--- src/rtl/mem_access_ctrl.sv ---
// Request/response controller that sequences 16/32-bit loads and stores onto a 16-bit word memory.
// Build option: define MEM_SIGN_EXT_EN to sign-extend single-word loads (zero-extended otherwise).
module mem_access_ctrl #(
    parameter int unsigned MEM_DEPTH = 1000000
) (
    input  logic        clk,
    input  logic        rst,
    input  logic        req_valid,
    output logic        req_ready,
    input  logic        req_write,
    input  logic        req_double,
    input  logic [31:0] req_addr,
    input  logic [31:0] req_wdata,
    output logic        resp_valid,
    output logic        resp_err,
    output logic [31:0] resp_rdata,
    output logic        mem_read_enable,
    output logic [31:0] mem_read_addr,
    input  logic [15:0] mem_read_data,
    output logic        mem_write_enable,
    output logic [31:0] mem_write_addr,
    output logic [15:0] mem_write_data
);

    typedef enum logic [2:0] {IDLE, ACC0, ACC1, CAP, DONE} state_t;

    state_t      state_reg, state_next;
    logic [31:0] addr_reg, addr_next;
    logic [31:0] wdata_reg, wdata_next;
    logic        write_reg, write_next;
    logic        double_reg, double_next;
    logic        err_reg, err_next;
    logic [31:0] rdata_reg, rdata_next;
    logic        resp_valid_reg;
    logic        resp_err_reg;
    logic [31:0] resp_rdata_reg;

    logic        rd_en, wr_en;
    logic [31:0] rd_addr, wr_addr;
    logic [15:0] wr_data;
    logic        accept;
    logic        req_err;
    logic [32:0] addr_ext;
    logic [32:0] depth_ext;
    logic [31:0] ext_word;

    // 33-bit compare so that addr+1 at 0xFFFFFFFF cannot wrap into range
    assign addr_ext  = {1'b0, req_addr};
    assign depth_ext = 33'(MEM_DEPTH);
    assign req_err   = (addr_ext >= depth_ext) |
                       (req_double & ((addr_ext + 33'd1) >= depth_ext));

`ifdef MEM_SIGN_EXT_EN
    assign ext_word = {{16{mem_read_data[15]}}, mem_read_data};
`else
    assign ext_word = {16'h0000, mem_read_data};
`endif

    assign req_ready = (state_reg == IDLE) & ~rst;
    assign accept    = req_valid & req_ready;

    always_comb begin
        state_next  = state_reg;
        addr_next   = addr_reg;
        wdata_next  = wdata_reg;
        write_next  = write_reg;
        double_next = double_reg;
        err_next    = err_reg;
        rdata_next  = rdata_reg;
        rd_en       = 1'b0;
        wr_en       = 1'b0;
        rd_addr     = 32'h0;
        wr_addr     = 32'h0;
        wr_data     = 16'h0;
        case (state_reg)
            IDLE: begin
                if (accept) begin
                    addr_next   = req_addr;
                    wdata_next  = req_wdata;
                    write_next  = req_write;
                    double_next = req_double;
                    err_next    = req_err;
                    state_next  = req_err ? DONE : ACC0;
                end
            end
            ACC0: begin
                if (write_reg) begin
                    wr_en   = 1'b1;
                    wr_addr = addr_reg;
                    wr_data = double_reg ? wdata_reg[31:16] : wdata_reg[15:0];
                end else begin
                    rd_en   = 1'b1;
                    rd_addr = addr_reg;
                end
                if (double_reg)     state_next = ACC1;
                else if (write_reg) state_next = DONE;
                else                state_next = CAP;
            end
            ACC1: begin
                if (write_reg) begin
                    wr_en   = 1'b1;
                    wr_addr = addr_reg + 32'd1;
                    wr_data = wdata_reg[15:0];
                end else begin
                    // data for addr (issued in ACC0) is valid now
                    rd_en             = 1'b1;
                    rd_addr           = addr_reg + 32'd1;
                    rdata_next[31:16] = mem_read_data;
                end
                state_next = write_reg ? DONE : CAP;
            end
            CAP: begin
                rdata_next = double_reg ? {rdata_reg[31:16], mem_read_data} : ext_word;
                state_next = DONE;
            end
            DONE: begin
                state_next = IDLE;
            end
            default: begin
                state_next = IDLE;
            end
        endcase
    end

    always_ff @(posedge clk) begin
        if (rst) begin
            state_reg      <= IDLE;
            addr_reg       <= 32'h0;
            wdata_reg      <= 32'h0;
            write_reg      <= 1'b0;
            double_reg     <= 1'b0;
            err_reg        <= 1'b0;
            rdata_reg      <= 32'h0;
            resp_valid_reg <= 1'b0;
            resp_err_reg   <= 1'b0;
            resp_rdata_reg <= 32'h0;
        end else begin
            state_reg      <= state_next;
            addr_reg       <= addr_next;
            wdata_reg      <= wdata_next;
            write_reg      <= write_next;
            double_reg     <= double_next;
            err_reg        <= err_next;
            rdata_reg      <= rdata_next;
            // response is registered out of DONE, giving a one-cycle pulse
            resp_valid_reg <= (state_reg == DONE);
            resp_err_reg   <= (state_reg == DONE) & err_reg;
            if ((state_reg == DONE) && !write_reg && !err_reg)
                resp_rdata_reg <= rdata_reg;
        end
    end

    assign resp_valid = resp_valid_reg;
    assign resp_err   = resp_err_reg;
    assign resp_rdata = resp_rdata_reg;

    // reset kills any in-flight access combinationally
    assign mem_read_enable  = rd_en & ~rst;
    assign mem_read_addr    = mem_read_enable ? rd_addr : 32'h0;
    assign mem_write_enable = wr_en & ~rst;
    assign mem_write_addr   = mem_write_enable ? wr_addr : 32'h0;
    assign mem_write_data   = mem_write_enable ? wr_data : 16'h0;

endmodule

--- config.mk ---
export PLATFORM = sky130hd
export DESIGN_NAME = mem_access_ctrl
export DESIGN_NICKNAME = d
export VERILOG_FILES = /design/src/rtl/mem_access_ctrl.sv
export SDC_FILE = /design/constraint.sdc
export NUM_CORES = 1
export LEC_CHECK = 0
export CORE_MARGIN = 1
export CORE_UTILIZATION = 45
export CTS_CLUSTER_DIAMETER = 50
export DETAILED_ROUTE_END_ITERATION = 10
export PLACE_DENSITY = 0.79
export SLEW_MARGIN = 20
export SYNTH_ARGS = -nofsm -noshare
export SYNTH_HDL_FRONTEND = slang
export SYNTH_SLANG_ARGS = --single-unit
--- constraint.sdc ---
create_clock -name clk -period 6.1 [get_ports clk]
set_input_delay 0.61 -clock clk [delete_from_list [all_inputs] [get_ports clk]]
set_output_delay 0.61 -clock clk [all_outputs]
set_load 0.01 [all_outputs]
### Word level (Yosys, flattened, before mapping)

Index checks and enable logic that the tools add are counted.

* input bits: 85
* output and inout bits: 117
* bits in registers: 136

* reductions and logical operators: 9
* mux-type cells: 25
* $lt $le $gt $ge: 2
* add/sub/neg operators: 2
* bitwise gates (word level): 8
* equality and inequality tests: 7

Operators with widths (count)
* 32-bit 2-to-1 mux: 7
* 32-bit case mux with 2 select lines: 2
* 16-bit 2-to-1 mux: 5
* 16-bit case mux with 2 select lines: 2
* 32-bit by 1-bit adder with 33-bit output, second input constant: 1
* 33-bit by 20-bit >= comparator with 1-bit output, second input constant: 1
* 32-bit by 1-bit adder with 32-bit output, second input constant: 1
* 32-bit by 20-bit >= comparator with 1-bit output, second input constant: 1
* 3-bit 2-to-1 mux: 4
* 3-bit case mux with 4 select lines: 1
* 1-bit AND: 6
* 3-bit by 2-bit == test with 1-bit output, second input constant: 2
* 2-bit inequality test, second input constant: 3
* 1-bit 2-to-1 mux: 4
* 3-bit by 1-bit == test with 1-bit output, second input constant: 1
* 3-bit == test, second input constant: 1
* 3-bit logical NOT: 1
* 3-bit AND reduction: 1
* 1-bit logical AND: 2
* 1-bit logical NOT: 2
* 2-bit AND reduction: 1
* 2-bit nonzero test: 1
* 2-bit OR reduction: 1
* 1-bit inverter: 1
* 1-bit bitwise OR: 1

### Logic depth before layout (Yosys ltp)

* depth after elaboration: 7
* depth in mapped cells: 9
* gate-level depth less buffers: 7

### Worst setup path before layout

Ideal clock, no wire load.

* kind: register -> output
* start: reg addr_reg[21]
* end: out mem_write_addr[29]
* path slack: 3.547 ns
* stages on the path, launching flop included: 9
* path buffers: 2
* arrival: 1.943 ns
* path through: dfxtp_1 -> buf_4 -> nand4_4 -> nor4_4 -> and3_1 -> buf_6 -> nand3_4 -> or3_1 -> a31oi_1

* cells in the longest elaborated chain, start to end: 4

Ends and longest elaborated chain
* start: declaration: line 28 `logic [31:0] addr_reg, addr_next;`
* start signal: assignment: line 139 `addr_reg <= addr_next;`
* 32-bit by 1-bit adder with 32-bit output: line 102 `wr_addr = addr_reg + 32'd1;`
* 32-bit 2-to-1 mux: line 100 `if (write_reg) begin`
* 32-bit case mux with 2 select lines: line 75 `case (state_reg)`
* 32-bit 2-to-1 mux: line 161 `assign mem_write_addr = mem_write_enable ? wr_addr : 32'h0;`
* end: declaration: line 21 `output logic [31:0] mem_write_addr,`

No other way between the ends.

### Worst setup path in the final report

* start: reg state_reg[0]
* end: out mem_write_data[4]

* cells in the longest elaborated chain, start to end: 5

Ends and longest elaborated chain
* start: declaration: line 27 `state_t state_reg, state_next;`
* start signal: assignment: line 138 `state_reg <= state_next;`
* 3-bit by 2-bit == test with 1-bit output / 3-bit by 1-bit == test with 1-bit output (equally long branches): line 75
* 2-bit OR reduction (no source line)
* 1-bit 2-to-1 mux
* 1-bit AND: line 160 `assign mem_write_enable = wr_en & ~rst;`
* 16-bit 2-to-1 mux (*): line 162 `assign mem_write_data = mem_write_enable ? wr_data : 16'h0;`
* end: declaration: line 22 `output logic [15:0] mem_write_data`

Every way passes the cells marked *; elsewhere a longest branch is shown, timed or not.

==> out/summary.log <==
[status] result of the run completed
[detailed_routing] DRC marker count from the first detailed-route iteration 715
[global_route] number of antenna violations at the first check in global routing 0
[run] max-cap viol count 0
[sta] final setup violation count 0
[worst_setup_path] Buf+Inv Stages, Crit Path 1
[worst_setup_path] worst stage delay on the critical path 0.97 ns
[placement] placed cell areas 0.008982 mm²
[worst_hold_path] hold depth 2
[cells_and_area] Layout area overhead 36.67%
[sta] Slew HR 0.3021
[clocking] root buffer cell sky130_fd_sc_hd__clkbuf_16
[power] total power consumption of the routed design 2.214 mW
[cells_and_area] Antenna Diode Count 0
[synth] nets in the synthesized netlist 1,094
[clocking] total number of clock tree sinks 136
[clocking] buffer levels on the longest clock path 2
[synth] Post-Synthesis Cells 1,008
[detailed_routing] total number of vias 7,818
[synth] most used flip-flop cell after synthesis sky130_fd_sc_hd__dfxtp_1
[worst_setup_path] critical register-to-register path endpoint state_reg[2]$_SDFFE_PP0P_
[clocking] number of H-tree levels 4
[detailed_routing] drt first pass iters 5
[die] die area 0.01612 mm²
[cells_and_area] layout cell share with drive strength beyond 1 0.05259
[cells_and_area] highest-count cells in the layout ignoring fill and taps sky130_fd_sc_hd__nand2_1, sky130_fd_sc_hd__clkdlybuf4s50_1, sky130_fd_sc_hd__dfxtp_1
[placement] HPWL after detailed placement 15.54 mm
[worst_setup_path] family of cells with the greatest summed delay on the critical path simple AND/OR/NAND/NOR gates
[detailed_routing] Post-Route WL 22.70 mm
[global_route] total gr overflow 0
[sta] Final period util 0.7142
[sta] max-slew violation count 0
[detailed_routing] WL/cell 16.84 µm
[clocking] clock-pin slew of the registers on the worst-case setup and hold paths 0.06 ns
[synth] ranking of synthesized cells by area sky130_fd_sc_hd__dfxtp_1, sky130_fd_sc_hd__nand2_1, sky130_fd_sc_hd__a21oi_1
[die] Core Footprint 0.01520 mm²
[synth] Post-synth EDFFs 0
[worst_setup_path] worst-path cell chain nor2b_1 -> nand3b_1 -> o21ai_2 -> a22oi_1 -> nor2_1 -> clkdlybuf4s50_1
[placement] I/O Buffers 201
[die] number of cell rows 45
[worst_setup_path] setup slack, reg-to-reg 3.09 ns
[sta] unrepaired setup endpoints after global routing false
[synth] count of synthesis-stage warnings from yosys 0
[synth] flip-flop and latch count after synthesis 136
[worst_hold_path] beginning of the worst hold path rdata_reg[3]$_SDFFE_PP0P_
[power] PwrDens 230.5 mW/mm²
[sta] maximum clock rate 0.2295 GHz
[worst_setup_path] data required time of the worst path 5.49 ns
[power] VDD IR max 0.1847 mV
[global_route] All-Layer GR Usage 0.2759
[power] standby leakage power 3.468 nW
[worst_hold_path] Worst Hold End resp_rdata[3]$_SDFFE_PP0P_
[worst_setup_path] kind of start point of the critical path register
[worst_setup_path] reg-to-reg critical path startpoint state_reg[0]$_SDFFE_PP0P_
[synth] Syn Area/Cell 6.973 µm²
[worst_setup_path] critical-path maximum fanout 25
[synth] cell type with the highest aggregate area in the netlist sky130_fd_sc_hd__dfxtp_1
[sta] final sum of negative setup slack 0 ns
[worst_hold_path] worst min-delay path category reg -> reg
[global_route] global-route wire length before repair 35.11 mm
[sta] worst hold slack after final layout 0.4432 ns
[global_route] via count of the first global-routing pass 6,594
[sta] Tightest Pin Transition 1.044 ns
[synth] FFs w/ async S/R, synth 0
[clocking] TritonCTS clock tree yes
[clocking] clock insertion delay at the later pin of the skew report 0.42 ns
[detailed_routing] post-route ant nets 0
[worst_setup_path] crit path kind reg -> out
[die] starting utilization of the core area 0.4624
[sta] clock period minus final worst setup slack 4.357 ns
[clocking] post-CTS setup repair buffer count 0
[clocking] CTS Buf Count 17
[die] I/O Pins 202
[synth] post-synthesis cell area 0.007029 mm²
[die] horizontal extent of the die 127.0 µm
[placement] last weighted congestion value of the routability-driven placer 0.9494
[worst_setup_path] Critical Path AT 3.75 ns
[detailed_routing] detail-routed via count per cell 5.800
[clocking] cts hold-fix bufs 0
[sta] final hold vios 0
[cells_and_area] leading cell type in the layout, fill and taps excluded sky130_fd_sc_hd__nand2_1
[die] Die Height 127.0 µm
[clocking] number of instances resized during post-cts repair 0
[sta] clock tree skew after final layout 0.008554 ns
[detailed_routing] post-route DRC violation count 0
[synth] post-synth cell types 56
[synth] sequential share of the synthesized area 0.3873
[synth] portion of synthesized cell area occupied by the leading cell type 0.3873
[cells_and_area] Post-Layout Inst Area 0.009607 mm²
[cells_and_area] NumNets Final 1,233
[worst_setup_path] cell at the slowest stage of the critical path sky130_fd_sc_hd__o21ai_2
[worst_setup_path] nature of the critical path endpoint primary output
[worst_setup_path] path depth of the worst reg2reg path 6
[global_route] maximum number of pins on one net before global-route repair 85
-- tightest hold or removal path, delay by kind of cell (launching register included) --
family | cells | cell delay (ns)
compound gates | 1 | 0.05
flops | 1 | 0.31
simple gates | 1 | 0.05
-- worst max path at each step --
stage | start | endpoint | slack (ns) | cells after the start
5_1_grt | state_reg[0]$_SDFFE_PP0P_ | mem_write_data[12] | 1.45 | 6
2_1_floorplan | addr_reg[21]$_SDFFE_PP0P_ | mem_write_addr[29] | 3.55 | 8
3_3_place_gp | state_reg[0]$_SDFFE_PP0P_ | mem_write_data[15] | 2.37 | 6
3_5_place_dp | state_reg[0]$_SDFFE_PP0P_ | mem_write_data[4] | 2.24 | 6
6_report | state_reg[0]$_SDFFE_PP0P_ | mem_write_data[4] | 1.74 | 6
4_1_cts | state_reg[0]$_SDFFE_PP0P_ | mem_write_data[4] | 1.78 | 6
-- cell type report --
type                    count  area (µm²)
clock inverters            15       188.9
fillers                  1368        5595
clock buffers              17       425.4
multi-input cells         776        3931
well taps                 188       235.2
flip-flops and latches    136        2723
repair buffers            211        2085
inverters                   5       18.77
-- metrics by stage --
step / std cells / utilization / setup WS, ns
finish: 1348 / 0.6319 / 1.743
detailed placement: 1316 / 0.5909 / 2.237
global placement: 1316 / 0.5909 / 2.368
CTS: 1348 / 0.6313 / 1.781
floorplan: 1008 / - / 3.547
global route: 1348 / 0.6319 / 1.454
-- power breakdown --
part           switching (mW)  total, mW  internal (mW)
combinational          0.0973      0.182         0.0851
sequential             0.0496      0.972          0.923
clock                   0.440       1.06          0.620
-- synth_stat cells (all sizes together), types with 2 or more instances --
cell and number:
a311oi 15, nor4 11, a41oi 3, nor2 90, and2 7, a21o 2, nor2b 4, nand3 82
inv 5, o211ai 2, or4 2, buf 24, or2 2, nor3b 4, a21oi 106, nand2b 4
and3 17, xnor2 2, o31ai 3, or3 18, a22oi 39, clkbuf 67, dfxtp 136, a31oi 7
nor3 25, and4 3, o21ai 49, nand2 252, nand4 13
-- kinds of logic (layout without fill, tap and decap cells) --
kind of cell,count (synthesis),count (layout),share of synthesized area
xor+xnor,2,2,0.002492
buf+inv,96,248,0.05696
simple gates,538,538,0.3519
compound gates,234,234,0.1981
flops,136,136,0.3873
mux,1,1,0.001424
fa+ha+maj,1,1,0.001780
-- metal layers --
layer  vias up  track usage  wire [µm]
met5         -            0          0
met4         0      0.08263        440
met3        37      0.07915       2195
met2       373       0.4270      10290
met1      3610       0.3725       9774
li1       3798            -          -
Power figures use the tool's default switching activity.
